===== config.mk =====
export PLATFORM = sky130hd
export DESIGN_NAME = counter_sequencer
export DESIGN_NICKNAME = d
export VERILOG_FILES = /design/src/rtl/counter_seq_pkg.sv /design/src/rtl/counter_sequencer_tick_gen.sv /design/src/rtl/counter_sequencer.sv
export SDC_FILE = /design/constraint.sdc
export NUM_CORES = 1
export LEC_CHECK = 0
export CAP_MARGIN = 10
export CORE_AREA = 3 3 127 129
export CTS_BUF_LIST = sky130_fd_sc_hd__clkbuf_8
export CTS_CLUSTER_DIAMETER = 80
export DETAILED_ROUTE_END_ITERATION = 8
export DIE_AREA = 0 0 130 132
export PLACE_DENSITY_LB_ADDON = 0.1
export SETUP_SLACK_MARGIN = 0.15
export SYNTH_ARGS = -nofsm -noshare
export SYNTH_HDL_FRONTEND = slang
export SYNTH_SLANG_ARGS = --single-unit

===== constraint.sdc =====
create_clock -name clk -period 9.9 [get_ports clk]
set_clock_uncertainty 0.1 [all_clocks]
set_input_delay 1.485 -clock clk [delete_from_list [all_inputs] [get_ports clk]]
set_output_delay 1.485 -clock clk [all_outputs]
set_load 0.02 [all_outputs]

===== src/rtl/counter_seq_pkg.sv =====
// Shared types for the counter sequencer: FSM states and command opcodes.
// Optional feature macro: COUNTER_SEQ_AUTORELOAD_EN.
package counter_seq_pkg;

    typedef enum logic [1:0] {
        IDLE,
        RUN,
        DONE
    } state_e;

    typedef enum logic [1:0] {
        OP_NOP,
        OP_START,
        OP_STOP,
        OP_LOAD
    } cmd_op_e;

endpackage


===== src/rtl/counter_sequencer_tick_gen.sv =====
// Clock-enable prescaler: one-cycle tick every DIV cycles while enabled.
// Held at zero whenever disabled or cleared.
module tick_gen #(
    parameter int DIV = 10
) (
    input  logic clk,
    input  logic rst,
    input  logic en,
    input  logic clr,
    output logic tick
);

    localparam int CW = (DIV > 1) ? $clog2(DIV) : 1;
    localparam logic [CW-1:0] LAST = CW'(DIV - 1);

    logic [CW-1:0] cnt;

    assign tick = en && (cnt == LAST);

    always_ff @(posedge clk) begin
        if (rst || !en || clr) begin
            cnt <= '0;
        end else if (cnt == LAST) begin
            cnt <= '0;
        end else begin
            cnt <= cnt + 1'b1;
        end
    end

endmodule


===== src/rtl/counter_sequencer.sv =====
// Command-driven up/down counter sequencer with a clock-enable prescaler.
// Optional auto-reload on limit: define COUNTER_SEQ_AUTORELOAD_EN.
module counter_sequencer
    import counter_seq_pkg::*;
#(
    parameter int WIDTH = 32,
    parameter int DIV   = 10
) (
    input  logic             clk,
    input  logic             rst,
    input  logic             cmd_valid,
    output logic             cmd_ready,
    input  logic [1:0]       cmd_op,
    input  logic [WIDTH-1:0] cmd_data,
    input  logic             updn,
    input  logic [WIDTH-1:0] limit,
    output logic [WIDTH-1:0] value,
    output logic             running,
    output logic             tick,
    output logic             done
);

    state_e           state;
    state_e           state_next;
    cmd_op_e          op;
    logic             accept;
    logic             do_start;
    logic             do_stop;
    logic             do_load;
    logic             in_run;
    logic             hit;
    logic             updn_q;
    logic [WIDTH-1:0] limit_q;
    logic [WIDTH-1:0] step_val;
`ifdef COUNTER_SEQ_AUTORELOAD_EN
    logic [WIDTH-1:0] reload;
    logic             done_r;
`endif

    assign op       = cmd_op_e'(cmd_op);
    assign accept   = cmd_valid && cmd_ready;
    assign do_start = accept && (op == OP_START);
    assign do_stop  = accept && (op == OP_STOP);
    assign do_load  = accept && (op == OP_LOAD);
    assign in_run   = (state == RUN);
    assign step_val = updn_q ? value + 1'b1 : value - 1'b1;

    // Any accepted command overrides the limit compare for this tick
    assign hit = tick && (step_val == limit_q)
               && !(do_start || do_stop || do_load);

    tick_gen #(
        .DIV (DIV)
    ) u_tick_gen (
        .clk  (clk),
        .rst  (rst),
        .en   (in_run),
        .clr  (do_start),
        .tick (tick)
    );

    always_ff @(posedge clk) begin
        if (rst) begin
            state <= IDLE;
        end else begin
            state <= state_next;
        end
    end

    always_comb begin
        state_next = state;
        unique case (state)
            IDLE: begin
                if (do_start) state_next = RUN;
            end
            RUN: begin
                if (do_stop) begin
                    state_next = IDLE;
                end
`ifndef COUNTER_SEQ_AUTORELOAD_EN
                else if (hit) begin
                    state_next = DONE;
                end
`endif
            end
            DONE:    state_next = IDLE;
            default: state_next = IDLE;
        endcase
    end

    always_comb begin
        running   = (state == RUN);
        cmd_ready = (state != DONE);
        done      = (state == DONE);
`ifdef COUNTER_SEQ_AUTORELOAD_EN
        done      = done | done_r;
`endif
    end

    always_ff @(posedge clk) begin
        if (rst) begin
            value   <= '0;
            limit_q <= '0;
            updn_q  <= 1'b0;
`ifdef COUNTER_SEQ_AUTORELOAD_EN
            reload  <= '0;
            done_r  <= 1'b0;
`endif
        end else begin
            if (do_start) begin
                limit_q <= limit;
                updn_q  <= updn;
            end
            if (do_load) begin
                value  <= cmd_data;
`ifdef COUNTER_SEQ_AUTORELOAD_EN
                reload <= cmd_data;
`endif
            end else if (tick && !do_start) begin
`ifdef COUNTER_SEQ_AUTORELOAD_EN
                value <= hit ? reload : step_val;
`else
                value <= step_val;
`endif
            end
`ifdef COUNTER_SEQ_AUTORELOAD_EN
            done_r <= hit;
`endif
        end
    end

endmodule


After elaboration in Yosys (flattened, before gate mapping)
Index checks and enable logic that the tools add are counted.
Widths: inputs -> output; s select.
{ "classes": {"add_sub_neg": 3, "mul": 0, "div_mod_pow": 0, "order_cmp": 0, "n_eq_ne": 10, "shifts": 0, "mux": 7, "bitwise_logic": 0, "n_reduce_logical": 19} }
{ "ops": {"columns": ["operator", "count"], "rows": [
  ["$mux 32", 3],
  ["$add 32x1->32 const B", 1],
  ["$eq 32x32->1", 1],
  ["$sub 32x1->32 const B", 1],
  ["$logic_and 1x1->1", 8],
  ["$eq 2x2->1 const B", 3],
  ["$mux 2", 3],
  ["$add 4x1->4 const B", 1],
  ["$eq 2x1->1 const B", 2],
  ["$eq 4x4->1 const B", 1],
  ["$logic_or 1x1->1", 4],
  ["$ne 2x2->1 const B", 2],
  ["$pmux 2 s2", 1],
  ["$logic_not 1->1", 3],
  ["$ne 3x3->1 const B", 1],
  ["$logic_not 2->1", 1],
  ["$reduce_and 2->1", 1],
  ["$reduce_bool 2->1", 1],
  ["$reduce_or 2->1", 1]
]} }
{ "word_totals": {"ff_bits": 71, "latch_bits": 0, "ramBits": 0, "mem_bits_ro": 0, "input_bits": 70, "output_inout_bits": 36, "mem_count": 0} }

Logic depth before layout (Yosys ltp)
{ "logic_depth": {"ltp_word": 10, "depth_mapped": 15, "ltp_nobuf": 13} }

Cells and area by module
From an unflattened synthesis, not the netlist that was laid out.
{ "unflattened": {"cells_unflattened": 699, "area_unflattened_um2": 5432.7} }
{ "by_module_without_submodules": {"columns": ["mod", "n_inst", "cells_per_inst", "area_each_um2", "seq_area_each_um2"], "rows": [
  ["counter_sequencer", 1, 681, 5251.3, 1341.3],
  ["tick_gen", 1, 18, 181.4, 80.1]
]} }

Least setup slack after synthesis
OpenSTA, ideal clock, no wires.
{ "synth_timing": {"path_kind": "register -> register", "start": "register updn_q", "end": "register state[1]", "t_arrival_ps": 3866, "required_time_ps": 9742, "setup_slack_ps": 5876, "stages_incl_launch_ff": 15, "n_path_buf": 1, "synth_period_minus_slack_ps": 4024, "path_cell_list": "dfxtp_1 -> inv_1 -> ha_1 -> buf_6 -> a21oi_1 -> o21a_4 -> a21oi_2 -> a31oi_4 -> xnor3_1 -> a31o_1 -> a2111o_1 -> or4_1 -> nor4_1 -> o2111a_1 -> and2b_1"} }
{ "synth_via": {"elab_chain_cells": 6} }
{ "synth_lines": {"columns": ["element", "line_no", "source"], "rows": [
  ["from (decl)", "counter_sequencer.sv:32", "logic updn_q;"],
  ["from (signal assigned)", "counter_sequencer.sv:112", "updn_q <= updn;"],
  ["$mux 32", "counter_sequencer.sv:46", "assign step_val = updn_q ? value + 1'b1 : value - 1'b1;"],
  ["$eq 32x32->1", "counter_sequencer.sv:49", "assign hit = tick && (step_val == limit_q)"],
  ["$logic_and 1x1->1", "counter_sequencer.sv:49", null],
  ["$logic_and 1x1->1", "counter_sequencer.sv:50", "&& !(do_start || do_stop || do_load);"],
  ["$ne 3x3->1 (no line)", null, null],
  ["$reduce_and 2->1 (no line)", null, null],
  ["to (signal assigned)", "counter_sequencer.sv:66", "state <= state_next;"],
  ["to (decl)", "counter_sequencer.sv:23", "state_e state;"]
]} }
Every way passes these cells.
A chain may end at the register's enable or synchronous reset.

Worst setup path after layout
Ends and elaborated chain as after synthesis.

==> results.py <==
metrics = {
    "status": {
        "status": "finished, final reports clean",
    },
    "timing": {
        "worst_slew_pin_slew_ns": 0.776,
        "period_minus_slack_ns": 4.67,
        "maxClockFrequency_mhz": 214,
        "hold_viol": 0,
        "rsz0062_at_grt": "no",
        "worst_hold_slack_ns": 0.368,
        "setup_viol_count_final": 0,
        "slew_headroom": 0.482,
        "min_period_over_period": 0.472,
        "drv_slew": 0,
        "setup_tns_ns": 0,
    },
    "yosys": {
        "syn_area_mm2": 0.00542,
        "synthSimpleGateAreaFrac": 0.229,
        "synthAdderAreaFrac": 0.0776,
        "ys_warn_count": 0,
        "yosys-top-cells-area": "dfxtp_1, nand2_1, a21oi_1",
        "synth_top_family_by_area": "compound AO/OA/AOI/OAI gates",
        "synthDominantCellAreaShare": 0.262,
        "synth.distinct_cells": 71,
        "ys_seq_elements": 71,
        "yosys_most_used_dff": "dfxtp_1",
        "yosysSeqAreaShare": 0.262,
        "synth_top_area_cell": "dfxtp_1",
        "synth_edf_count": 0,
        "synth_cells": 720,
        "synthTopCellsByCount": "nand2_1, a21oi_1, dfxtp_1, nor2_1",
        "synthArstFlopShare": 0,
        "yosysMostFrequentCell": "nand2_1",
        "synthXorXnorAreaFrac": 0.104,
        "synth_compound_area_frac": 0.277,
        "synthMuxAreaShare": 0.00554,
        "syn_avg_cell_area_um2": 7.52,
        "syn_nets": 823,
    },
    "worst_hold_path": {
        "hp-class": "reg -> reg",
    },
    "worst_setup_path": {
        "cp-end-kind": "flop",
        "worst-setup-path-type": "reg -> reg",
        "cp_common_cell": "nor3_1",
        "worstPathCellList": "inv_1, buf_4, ha_1, a21oi_1, o21ai_1, nor3_1, nor3_1, nand2_1, xor2_1, a2111o_1, or4_1, nor4_1, o2111a_1, and2b_1",
        "crit_fanout": 25,
        "slowest_delay_ns": 0.57,
        "crit_slowest_cell": "ha_1",
        "critPathRequiredTime_ns": 10.13,
        "path_buf_inv": 2,
        "rrSetupSlack_ns": 5.23,
        "start_kind": "flop",
        "crit_family": "simple AND/OR/NAND/NOR gates",
        "arrival_ns": 4.90,
    },
    "drt": {
        "ant_nets": 0,
        "vias_per_cell": 5.59,
        "routedWlPerCell_um": 18.9,
        "vias": 5549,
        "wl_um": 18700,
        "drtIter0Drc": 355,
        "drc": 0,
        "firstDrtPassIters": 5,
    },
    "clock_network": {
        "clockBufferDepth": 2,
        "cts_made_buffers": 9,
        "cts_resized": 0,
        "cts_tree": "done",
        "cts_max_level": 3,
        "cts_root_buffer": "clkbuf_8",
        "cts_hold_buf": 0,
        "clkTransAtPathRegs_ns": 0.09,
        "clock_sinks": 71,
        "clk_latency_ns": 0.37,
        "cts_setup_buffers": 0,
    },
    "floorplanning": {
        "io_pins": 106,
        "design.die.area_mm2": 0.0172,
        "rows": 45,
        "die_h_um": 132,
        "die_x_um": 130,
        "start_util": 0.358,
        "core_area_mm2": 0.0151,
    },
    "global_routing": {
        "grt_pass1_vias": 5354,
        "grtUsageTotal": 0.219,
        "grt_pass1_wl_um": 29400,
        "antenna_found_initial": 0,
        "grt_max_degree": 68,
        "overflow": 0,
    },
    "power_and_ir_drop": {
        "p_sw_frac": 0.375,
        "p_leak_uw": 0.00258,
        "peakVddDrop_v": 0.0000635,
        "finalPower_uw": 892,
        "combinationalPowerShare": 0.386,
        "p_int_uw": 557,
        "powerDensity_mw_per_mm2": 132,
        "p_switching_uw": 335,
        "seqPwrFrac": 0.341,
        "pwr-share-clk": 0.274,
    },
    "final_layout": {
        "syn_to_final_growth_pct": 25.0,
        "drive_gt1_frac": 0.0534,
        "fin_nets": 903,
        "antenna_cells": 0,
        "final_area_mm2": 0.00677,
        "instances_no_fill": 993,
    },
    "place": {
        "dpl.hpwl_um": 14400,
        "place_area_mm2": 0.00657,
        "gp_congestion": 0.876,
        "dp.cells": 977,
        "portBuffers": 105,
    },
    "flow_run": {
        "cap_violations": 0,
    },
}
-- cells by family after synthesis --
kind of cell / after synthesis
multiplexers: 3
AO/OA/AOI/OAI: 228
adder cells (fa/ha/maj): 33
AND/OR/NAND/NOR: 269
XOR/XNOR: 58
flip-flops: 71
buffers and inverters: 58
-- power by group through the flow --
stage,logic [uW],registers (uW),clock network [uW]
after floorplan,229,313,0
after global placement,344,311,0
after detailed placement,341,311,0
after CTS,343,304,255
after global routing,376,305,263
final,344,304,244
-- per-layer routing --
metal	global-route usage	wire length (um)	vias to the layer above
li1	-	-	2757
met1	0.307	9030	2602
met2	0.346	8460	167
met3	0.0300	896	23
met4	0.0699	346	0
met5	0	0	-
-- sequential cells by signal (all words and copies together), names as in the netlist --
name	flops
state	2
updn_q	1
limit_q	32
value	32
u_tick_gen.cnt	4
-- worst paths after layout --
| check | cells after the start | to | startpoint |
|---|---|---|---|
| hold reg to reg | 2 | limit_q[2] | limit_q[2] |
| setup / recovery | 14 | state[1] | updn_q |
| hold / removal | 2 | limit_q[2] | limit_q[2] |
| setup reg to reg | 14 | state[1] | updn_q |
-- metrics by stage --
stage / util / setup slack [ns]
detailed placement: 0.434 / 5.26
global route: 0.447 / 4.88
floorplan: - / 5.88
finish: 0.447 / 5.23
global placement: 0.434 / 5.36
CTS: 0.447 / 5.27
-- cells in the final DEF (no fill, tap or decap), types with 10 or more instances in the layout --
| master | Yosys | final |
|---|---|---|
| nand2_1 | 135 | 135 |
| clkdlybuf4s50_1 | 0 | 104 |
| a21oi_1 | 98 | 98 |
| dfxtp_1 | 71 | 71 |
| nor2_1 | 39 | 36 |
| a22oi_1 | 32 | 32 |
| ha_1 | 32 | 32 |
| xnor2_1 | 31 | 31 |
| o21ai_0 | 28 | 28 |
| xor2_1 | 23 | 23 |
| nand3_1 | 16 | 16 |
| inv_1 | 15 | 15 |
| nor3_1 | 15 | 15 |
| nand4_1 | 14 | 14 |
| o21a_1 | 10 | 10 |
-- tightest hold or removal path, stage by stage, from the launching register on --
cell,delay [ns]
dfxtp_1,0.32
nand2_1,0.05
a21oi_1,0.05
-- final cells by class --
cell class | instances | area (um^2)
Clock buffer | 9 | 124
Clock inverter | 7 | 72.6
Fill cell | 1561 | 8380
Inverter | 15 | 56.3
Multi-Input combinational cell | 591 | 3760
Sequential cell | 71 | 1420
Tap cell | 188 | 235
Timing Repair Buffer | 112 | 1100
(Power assumes the default switching activity.)
